$ cat config.mk
export PLATFORM = sky130hd
export DESIGN_NAME = draw_port_arbiter
export DESIGN_NICKNAME = d
export VERILOG_FILES = /design/src/rtl/draw_port_arbiter.sv
export SDC_FILE = /design/constraint.sdc
export NUM_CORES = 1
export LEC_CHECK = 0
export CAP_MARGIN = 25
export CORE_ASPECT_RATIO = 0.8
export CORE_UTILIZATION = 42
export CTS_BUF_LIST = sky130_fd_sc_hd__clkbuf_4
export DETAILED_ROUTE_END_ITERATION = 7
export PLACE_DENSITY = 0.8
export SLEW_MARGIN = 20
export SYNTH_ARGS = -nofsm -noshare
export SYNTH_HDL_FRONTEND = slang
export SYNTH_SLANG_ARGS = --single-unit
$ cat constraint.sdc
create_clock -name clk -period 3 [get_ports clk]
set_input_delay 0.75 -clock clk [delete_from_list [all_inputs] [get_ports clk]]
set_output_delay 0.75 -clock clk [all_outputs]
set_load 0.1 [all_outputs]
$ cat src/rtl/draw_port_arbiter.sv
// Round-robin owner of the single VGA pixel-write port, shared by the drawing units.
// Latency: grant 1 cycle after req in IDLE; pixel path 1 cycle; 3-cycle release-to-next-grant turnaround.
// Backpressure: a drawer owns the port from grant until release; a watchdog reclaims it after TIMEOUT idle cycles.
//
// Ports:
//   clk, resetn          clock, asynchronous active-low reset
//   req                  per-drawer level request (index 0 background .. 5 number)
//   release_in           per-drawer end-of-burst strobe ("release" is a reserved word)
//   plot_in              per-drawer pixel valid
//   x_in/y_in/colour_in  packed per-drawer pixel data, drawer i at [i*W +: W]
//   grant                registered one-hot grant
//   vga_x/y/colour/plot  registered pixel write to the VGA adapter
//   busy                 registered, high while a burst owns the port
//   pixel_count          plots forwarded in the current/last grant (saturating)
//   timeout_err          one-cycle pulse when the watchdog reclaims the port
module draw_port_arbiter #(
  parameter int NUM_REQ  = 6,
  parameter int X_W      = 8,
  parameter int Y_W      = 7,
  parameter int COLOUR_W = 3,
  parameter int TIMEOUT  = 1024
) (
  input  logic                         clk,
  input  logic                         resetn,
  input  logic [NUM_REQ-1:0]           req,
  input  logic [NUM_REQ-1:0]           release_in,
  input  logic [NUM_REQ-1:0]           plot_in,
  input  logic [NUM_REQ*X_W-1:0]       x_in,
  input  logic [NUM_REQ*Y_W-1:0]       y_in,
  input  logic [NUM_REQ*COLOUR_W-1:0]  colour_in,
  output logic [NUM_REQ-1:0]           grant,
  output logic [X_W-1:0]               vga_x,
  output logic [Y_W-1:0]               vga_y,
  output logic [COLOUR_W-1:0]          vga_colour,
  output logic                         vga_plot,
  output logic                         busy,
  output logic [15:0]                  pixel_count,
  output logic                         timeout_err
);

  localparam int IW = (NUM_REQ > 1) ? $clog2(NUM_REQ) : 1;
  localparam int WW = (TIMEOUT > 1) ? $clog2(TIMEOUT) : 1;

  typedef enum logic [1:0] {IDLE, ACTIVE, GAP} state_t;

  state_t         state;
  logic [IW-1:0]  rr_ptr;
  logic [IW-1:0]  gidx;     // index of the current/last owner
  logic [WW-1:0]  wd_cnt;

  // Winner search: walk downward from the farthest candidate so the last hit
  // is the first requester at or after rr_ptr (wrapping).
  logic [IW:0]    cand;
  logic [IW-1:0]  win_idx;
  logic           win_vld;

  always_comb begin
    win_vld = 1'b0;
    win_idx = '0;
    cand    = '0;
    for (int i = NUM_REQ - 1; i >= 0; i--) begin
      cand = {1'b0, rr_ptr} + (IW+1)'(i);
      if (cand >= (IW+1)'(NUM_REQ)) cand = cand - (IW+1)'(NUM_REQ);
      if (req[cand[IW-1:0]]) begin
        win_vld = 1'b1;
        win_idx = cand[IW-1:0];
      end
    end
  end

  // Owner's view of the shared inputs; other drawers are never looked at.
  logic                 plot_g, rel_g, req_g, wd_hit;
  logic [X_W-1:0]       x_g;
  logic [Y_W-1:0]       y_g;
  logic [COLOUR_W-1:0]  colour_g;

  assign plot_g   = plot_in[gidx];
  assign rel_g    = release_in[gidx];
  assign req_g    = req[gidx];
  assign x_g      = x_in[int'(gidx)*X_W +: X_W];
  assign y_g      = y_in[int'(gidx)*Y_W +: Y_W];
  assign colour_g = colour_in[int'(gidx)*COLOUR_W +: COLOUR_W];
  assign wd_hit   = !plot_g && (wd_cnt == WW'(TIMEOUT - 1));

  always_ff @(posedge clk or negedge resetn) begin
    if (!resetn) begin
      state       <= IDLE;
      rr_ptr      <= '0;
      gidx        <= '0;
      wd_cnt      <= '0;
      grant       <= '0;
      vga_x       <= '0;
      vga_y       <= '0;
      vga_colour  <= '0;
      vga_plot    <= 1'b0;
      busy        <= 1'b0;
      pixel_count <= '0;
      timeout_err <= 1'b0;
    end else begin
      timeout_err <= 1'b0;
      case (state)
        IDLE: begin
          vga_plot <= 1'b0;
          if (win_vld) begin
            grant       <= NUM_REQ'(1) << win_idx;
            gidx        <= win_idx;
            pixel_count <= '0;
            wd_cnt      <= '0;
            busy        <= 1'b1;
            state       <= ACTIVE;
          end
        end
        ACTIVE: begin
          // The pixel of the release cycle is still forwarded here.
          vga_x      <= x_g;
          vga_y      <= y_g;
          vga_colour <= colour_g;
          vga_plot   <= plot_g;
          if (plot_g && (pixel_count != 16'hFFFF)) pixel_count <= pixel_count + 16'd1;
          wd_cnt <= plot_g ? '0 : wd_cnt + WW'(1);
          if (rel_g || !req_g || wd_hit) begin
            grant       <= '0;
            busy        <= 1'b0;
            timeout_err <= wd_hit;
            state       <= GAP;
          end
        end
        GAP: begin
          vga_plot <= 1'b0;
          rr_ptr   <= (gidx == IW'(NUM_REQ - 1)) ? '0 : gidx + IW'(1);
          state    <= IDLE;
        end
        default: state <= IDLE;
      endcase
    end
  end

endmodule
==> qor.txt, run 1 <==
Cell accounting for the most synthesized area: dfrtp_1
Worst setup path class: flip-flop to flip-flop
Avg Vias per Cell: 5.45
Number of distinct library cells after synthesis: 65
Number of buffers created by CTS: 9
Routed wire length: 14100 µm
Worst clock skew: 0.0114 ns
Count of flip-flops with a built-in enable after synthesis: 0
Full die area: 11300 µm²
Total count of max-transition violations in the final report: 0
Largest fanout on the critical path: 7
Post-CTS Hold Buffers: 0
Peak supply drop: 0.828 mV
Clock tree from TritonCTS: yes
Layout Area Growth over Synthesis: 50.9%
DRC violation total after the first TritonRoute iteration: 231
Endpoint class of the critical path: flip-flop
Number of placed instances with taps included: 795
Area occupied by multi-input gates: 2970 µm²
Static Leak: 2.89 nW
Mean area per synthesized cell: 9.73 µm²
Period minus WS final: 2.94 ns
Remaining global-route overflow: 0
Post-synth ARST share: 100%
Flop and latch count out of synthesis: 61
Detailed placer's ending HPWL: 11200 µm
DRT Pass-1 Iters: 4
Arrival time of the worst setup path: 3.29 ns
Maximum count of clock buffers along a single path: 2
Top cell type's share of synthesized area: 33.5%
Routed via count: 4458
Slew at the pin closest to its max-slew limit: 0.788 ns
Antenna violations before repair: 0
# rows: 33
Number of standard cells after synthesis: 468
Clock latency at the later pin of the worst-skew pair: 0.41 ns
DRC viols: 0
Routed wirelength normalized by instance count: 17.2 µm
Final setup viols: 0
Via count of the first global-routing pass: 4514
Power density over cell area: 1180 nW/µm²
Data required time of the worst path: 3.35 ns
TritonCTS sink count: 61
Clock root cell: clkbuf_4
Die extent in y: 95.1 µm
Synth top cells by count: dfrtp_1, nand2_1, o21ai_0, nor2_1, a22oi_1
Final-stage net count: 814
Most area-consuming cells after synthesis: dfrtp_1, mux4_2, mux2_2
Number of fill cells: 861
Worst Hold Class: primary input to asynchronous set/reset pin
Remaining max-slew budget at the tightest pin: 47.5%
Synth warn: 0
Portion of the post-synthesis area used by sequential elements: 33.5%
Post-detailed-route count of antenna-violating nets: 0
Port Buf Inserts: 170
Fraction of layout cells with a size suffix above 1: 28.5%
Global-route wire length before repair: 22600 µm
Pin count of the biggest net entering global routing: 40
Effective utilization at floorplan: 43.7%
Most numerous cell in the Yosys netlist: dfrtp_1
Final hold violation count: 0
Maximum level of the CTS H-tree: 3
Syn nets: 607
Fmax: 340 MHz
Number of antenna repair diodes: 0
Final worst-path cycle share: 98.1%
Die W: 118 µm
FF/Latch Area: 1530 µm²
Primary flip-flop cell chosen by synthesis mapping: dfrtp_1
Result of the run: completed
Routability cong.: 0.855
Global-route usage over all layers: 26.0%
Total Power: 8.13 mW
Std-Cell Core Area: 10400 µm²
Non-Filler Instances: 818
Syn Std Cell Area: 4550 µm²
Number of max-cap violations: 0
Ports: 171
CP Launch Type: flip-flop
Smallest hold slack: 0.415 ns
Clock transition at the registers of the reported paths: 0.10 ns
-- kinds of logic (layout without fill, tap and decap cells) --
group           count (synthesis)  in the layout  share of synthesized area (%)
simple gates                  148            148                           16.1
compound gates                127            127                           19.8
flops                          61             61                           33.5
mux                            55             55                           18.4
buf+inv                        45            255                           4.76
xor+xnor                       21             21                           4.45
fa+ha+maj                      11             11                           3.02
-- flip-flops by register name, indices dropped and copies added, names as in the netlist, 2 cells and up --
signal	cells
grant	6
vga_colour	3
gidx	3
rr_ptr	3
vga_x	8
wd_cnt	10
state	2
pixel_count	16
vga_y	7
-- layout by cell type (no fill, tap or decap), types with 5 or more instances in the layout --
master | Yosys | routed
a211oi_1 | 7 | 7
a21o_1 | 8 | 7
a21oi_1 | 10 | 9
a21oi_2 | 4 | 5
a22o_1 | 5 | 5
a22oi_1 | 21 | 20
and3_1 | 7 | 7
buf_4 | 3 | 95
clkbuf_4 | 0 | 10
clkdlybuf4s50_1 | 0 | 126
dfrtp_1 | 61 | 60
ha_1 | 11 | 7
inv_1 | 14 | 12
mux2_2 | 20 | 20
mux2i_1 | 12 | 8
mux4_2 | 19 | 19
nand2_1 | 41 | 41
nand2b_1 | 9 | 9
nand3_1 | 20 | 20
nand4_1 | 5 | 5
nor2_1 | 34 | 34
nor3_1 | 6 | 5
o21ai_0 | 39 | 38
o21ai_1 | 6 | 7
xnor2_1 | 12 | 12
xor2_1 | 8 | 8
-- layer usage --
metal	vias up	global-route usage, %	part of all wire, %
met5	-	0	0
met4	0	8.86	2.1
met3	25	7.83	7.5
met2	163	44.2	49
met1	2110	31.7	42
li1	2160	-	-
-- per-stage QoR --
stage | instance area (µm²) | util, % | worst slack (ns) | TNS, ns
final | 6870 | 66.0 | 0.0579 | 0
after global routing | 6870 | 66.0 | -0.132 | -0.364
after CTS | 6650 | 63.9 | 0.00601 | 0
after detailed placement | 6550 | 62.9 | -0.253 | -6.20
after global placement | 6550 | 62.9 | -0.176 | -3.89
after floorplan | 4560 | - | 0.0258 | 0
-- worst paths after layout --
path | endpoint | startpoint | cells past startpoint | slack, ns
worst max-delay path | grant[2] | rr_ptr[1] | 11 | 0.06
worst min-delay path | grant[0] | resetn | 1 | 0.42
worst max register to register | grant[2] | rr_ptr[1] | 11 | 0.06
worst min register to register | vga_colour[1] | vga_colour[1] | 2 | 0.49
max in group asynchronous | wd_cnt[0] | resetn | 2 | 1.88
min in group clk | vga_colour[1] | vga_colour[1] | 2 | 0.49
-- power breakdown --
group | total [mW] | internal [mW] | leakage, nW | switching (mW)
registers | 1.26 | 1.05 | 0.803 | 0.202
clock network | 0.440 | 0.163 | 0.0570 | 0.278
logic | 6.43 | 2.67 | 2.03 | 3.76
total | 8.13 | 3.89 | 2.89 | 4.24
-- area by class of cell --
class / count / share of cell area, %
clock buffer: 10 / 1.09
clock inverter: 4 / 0.255
inverter: 14 / 0.820
multi-input combinational: 362 / 43.2
sequential: 61 / 22.2
tap: 140 / 2.55
timing repair buffer: 227 / 29.9
-- worst max-delay path: stages, from the launching register on --
cell	delay, ns
dfrtp_1	0.44
inv_2	0.09
buf_4	0.17
ha_1	0.34
buf_4	0.18
clkinvlp_4	0.15
nor4_1	0.39
nor3b_1	0.10
a221oi_1	0.37
o21ai_0	0.21
nor3b_2	0.27
a22o_1	0.16
-- what timing repair did --
action / 4_1_cts / 5_1_grt
gates resized for setup: 4 / 30
setup buffers: 0 / 9
pin swaps: 0 / 8
cloned: 0 / 1
endpoints found under the setup margin: 9 / 32
No activity file was read; power rests on OpenSTA's default activity.
==> run 2: changes to the inputs <==
--- a/config.mk
+++ b/config.mk
@@ -11,6 +11,7 @@
 export CTS_BUF_LIST = sky130_fd_sc_hd__clkbuf_4
 export DETAILED_ROUTE_END_ITERATION = 7
 export PLACE_DENSITY = 0.8
+export SKIP_CTS_REPAIR_TIMING = 1
 export SLEW_MARGIN = 20
 export SYNTH_ARGS = -nofsm -noshare
 export SYNTH_HDL_FRONTEND = slang
==> qor.txt, run 2 (synthesis results as in run 1) <==
Result of the run: completed (unchanged)
Total Power: 8.13 mW (about the same)
Cell area reported after detailed placement: 6550 µm² (unchanged)
Final Cell Area: 6870 µm² (unchanged)
Avg Vias per Cell: 5.47 (was 5.45)
Period minus WS final: 2.94 ns (about the same)
Smallest hold slack: 0.416 ns (was 0.415 ns)
Clock tree from TritonCTS: yes (unchanged)
Full die area: 11300 µm² (unchanged)
Power density over cell area: 1180 nW/µm² (about the same)
Slew at the pin closest to its max-slew limit: 0.794 ns (was 0.788 ns)
Remaining global-route overflow: 0 (unchanged)
Final worst-path cycle share: 97.9% (was 98.1%)
Final setup viols: 0 (unchanged)
Pin count of the biggest net entering global routing: 40 (unchanged)
Fmax: 340 MHz (about the same)
Worst-path cell with the longest stage delay: dfrtp_1 (unchanged)
Fraction of layout cells with a size suffix above 1: 28.5% (unchanged)
Global Route met1 Usage: 31.6% (was 31.7%)
Maximum level of the CTS H-tree: 3 (unchanged)
Summed negative setup slack over all endpoints: 0 ns (unchanged)
Std-Cell Core Area: 10400 µm² (unchanged)
Routed wire length: 14000 µm (was 14100 µm)
DRC violation total after the first TritonRoute iteration: 226 (was 231)
Most frequent cell on the critical path: buf_4 (unchanged)
Worst Hold Class: primary input to asynchronous set/reset pin (unchanged)
Die extent in y: 95.1 µm (unchanged)
Maximum count of clock buffers along a single path: 2 (unchanged)
Clock latency at the later pin of the worst-skew pair: 0.41 ns (about the same)
Routed wirelength normalized by instance count: 17.2 µm (about the same)
# rows: 33 (unchanged)
M3 GR Usage: 7.83% (unchanged)
Largest registers in the final layout: pixel_count x16, wd_cnt x10, vga_x x8 (unchanged)
Worst clock skew: 0.0116 ns (was 0.0114 ns)
Clock transition at the registers of the reported paths: 0.10 ns (about the same)
Number of antenna repair diodes: 0 (unchanged)
Final core utilization: 66.0% (unchanged)
Port Buf Inserts: 170 (unchanged)
Number of buffers created by CTS: 9 (unchanged)
Worst setup path class: flip-flop to flip-flop (unchanged)
Post-detailed-route count of antenna-violating nets: 0 (unchanged)
Effective utilization at floorplan: 43.7% (unchanged)
Kind of cell with the highest combined delay on the critical path: simple AND/OR/NAND/NOR gates (unchanged)
Global-route usage over all layers: 25.9% (was 26.0%)
Final-stage net count: 814 (unchanged)
GR Util met2: 44.3% (was 44.2%)
Top library cells by usage in the layout, fill and taps aside: clkdlybuf4s50_1, buf_4, dfrtp_1 (unchanged)
Endpoint class of the critical path: flip-flop (unchanged)
FF-to-FF setup slack: 0.06 ns (about the same)
DRT Pass-1 Iters: 4 (unchanged)
Layout Area Growth over Synthesis: 50.9% (unchanged)
R2R cell count: 11 (unchanged)
Reg2reg start: rr_ptr[1] (unchanged)
TritonCTS sink count: 61 (unchanged)
Peak-usage layer in the global routing report: met2 (unchanged)
Ports: 171 (unchanged)
Data required time of the worst path: 3.35 ns (about the same)
Total count of max-transition violations in the final report: 0 (unchanged)
Slowest Stage Delay on Critical Path: 0.44 ns (about the same)
Antenna violations before repair: 0 (unchanged)
Final hold violation count: 0 (unchanged)
Largest fanout on the critical path: 7 (unchanged)
Clock root cell: clkbuf_4 (unchanged)
Die W: 118 µm (unchanged)
Arrival time of the worst setup path: 3.29 ns (about the same)
Number of max-cap violations: 0 (unchanged)
Most common cell after layout, fill and taps aside: clkdlybuf4s50_1 (unchanged)
DRC viols: 0 (unchanged)
Register name with the most flops: pixel_count (unchanged)
Routed via count: 4471 (was 4458)
Crit-path cells: inv_2 > buf_4 > ha_1 > buf_4 > clkinvlp_4 > nor4_1 > nor3b_1 > a221oi_1 > o21ai_0 > nor3b_2 > a22o_1 (unchanged)
Capturing point of the worst reg2reg path: grant[2] (unchanged)
Routability cong.: 0.855 (unchanged)
Static Leak: 2.89 nW (unchanged)
Combined buffer and inverter count along the critical path: 4 (unchanged)
Peak supply drop: 0.828 mV (about the same)
Flip-flop count of the largest register, all copies and words added: 16 (unchanged)
CP Launch Type: flip-flop (unchanged)
Remaining max-slew budget at the tightest pin: 47.1% (was 47.5%)
Detailed placer's ending HPWL: 11200 µm (unchanged)
Via count of the first global-routing pass: 4517 (was 4514)
Global-route wire length before repair: 22600 µm (about the same)
## run 2: cell counts in the layout (fill, tap and decap cells not counted)
No cell type changed its count.
## run 2: worst max-delay path by stage
stage	from	endpoint	slack, ns	cells after the start
final	rr_ptr[1]	grant[2]	0.06	11
after floorplan	rr_ptr[1]	grant[2]	0.03	11
after detailed placement	req[3]	grant[4]	-0.25	10
after CTS	rr_ptr[1]	grant[4]	-0.11	11
after global placement	req[3]	pixel_count[13]	-0.18	10
after global routing	rr_ptr[1]	grant[2]	-0.13	11
## run 2: area by class of cell
type,instances,area (µm²)
fillers,860,3530
multi-input cells,362,2970
repair buffers,227,2050
flip-flops and latches,61,1530
well taps,140,175
clock buffers,10,75.1
inverters,14,56.3
clock inverters,4,17.5
## run 2: per-stage QoR
stage | setup slack, ns | cells
finish | 0.0631 | 818
global route | -0.132 | 818
CTS | -0.105 | 809
detailed placement | -0.253 | 795
global placement | -0.176 | 795
floorplan | 0.0258 | 468
## run 2: routing by layer
metal	vias up	part of all wire (%)	routed length [µm]
li1	2161	-	-
met1	2123	41	5770
met2	164	49	6910
met3	23	7.7	1090
met4	0	1.9	267
met5	-	0	0
## run 2: report_power, final
| group | switching, mW | total (mW) | internal, mW | leakage, nW |
|---|---|---|---|---|
| logic | 3.76 | 6.44 | 2.67 | 2.03 |
| clock network | 0.277 | 0.439 | 0.163 | 0.0570 |
| registers | 0.198 | 1.25 | 1.05 | 0.803 |
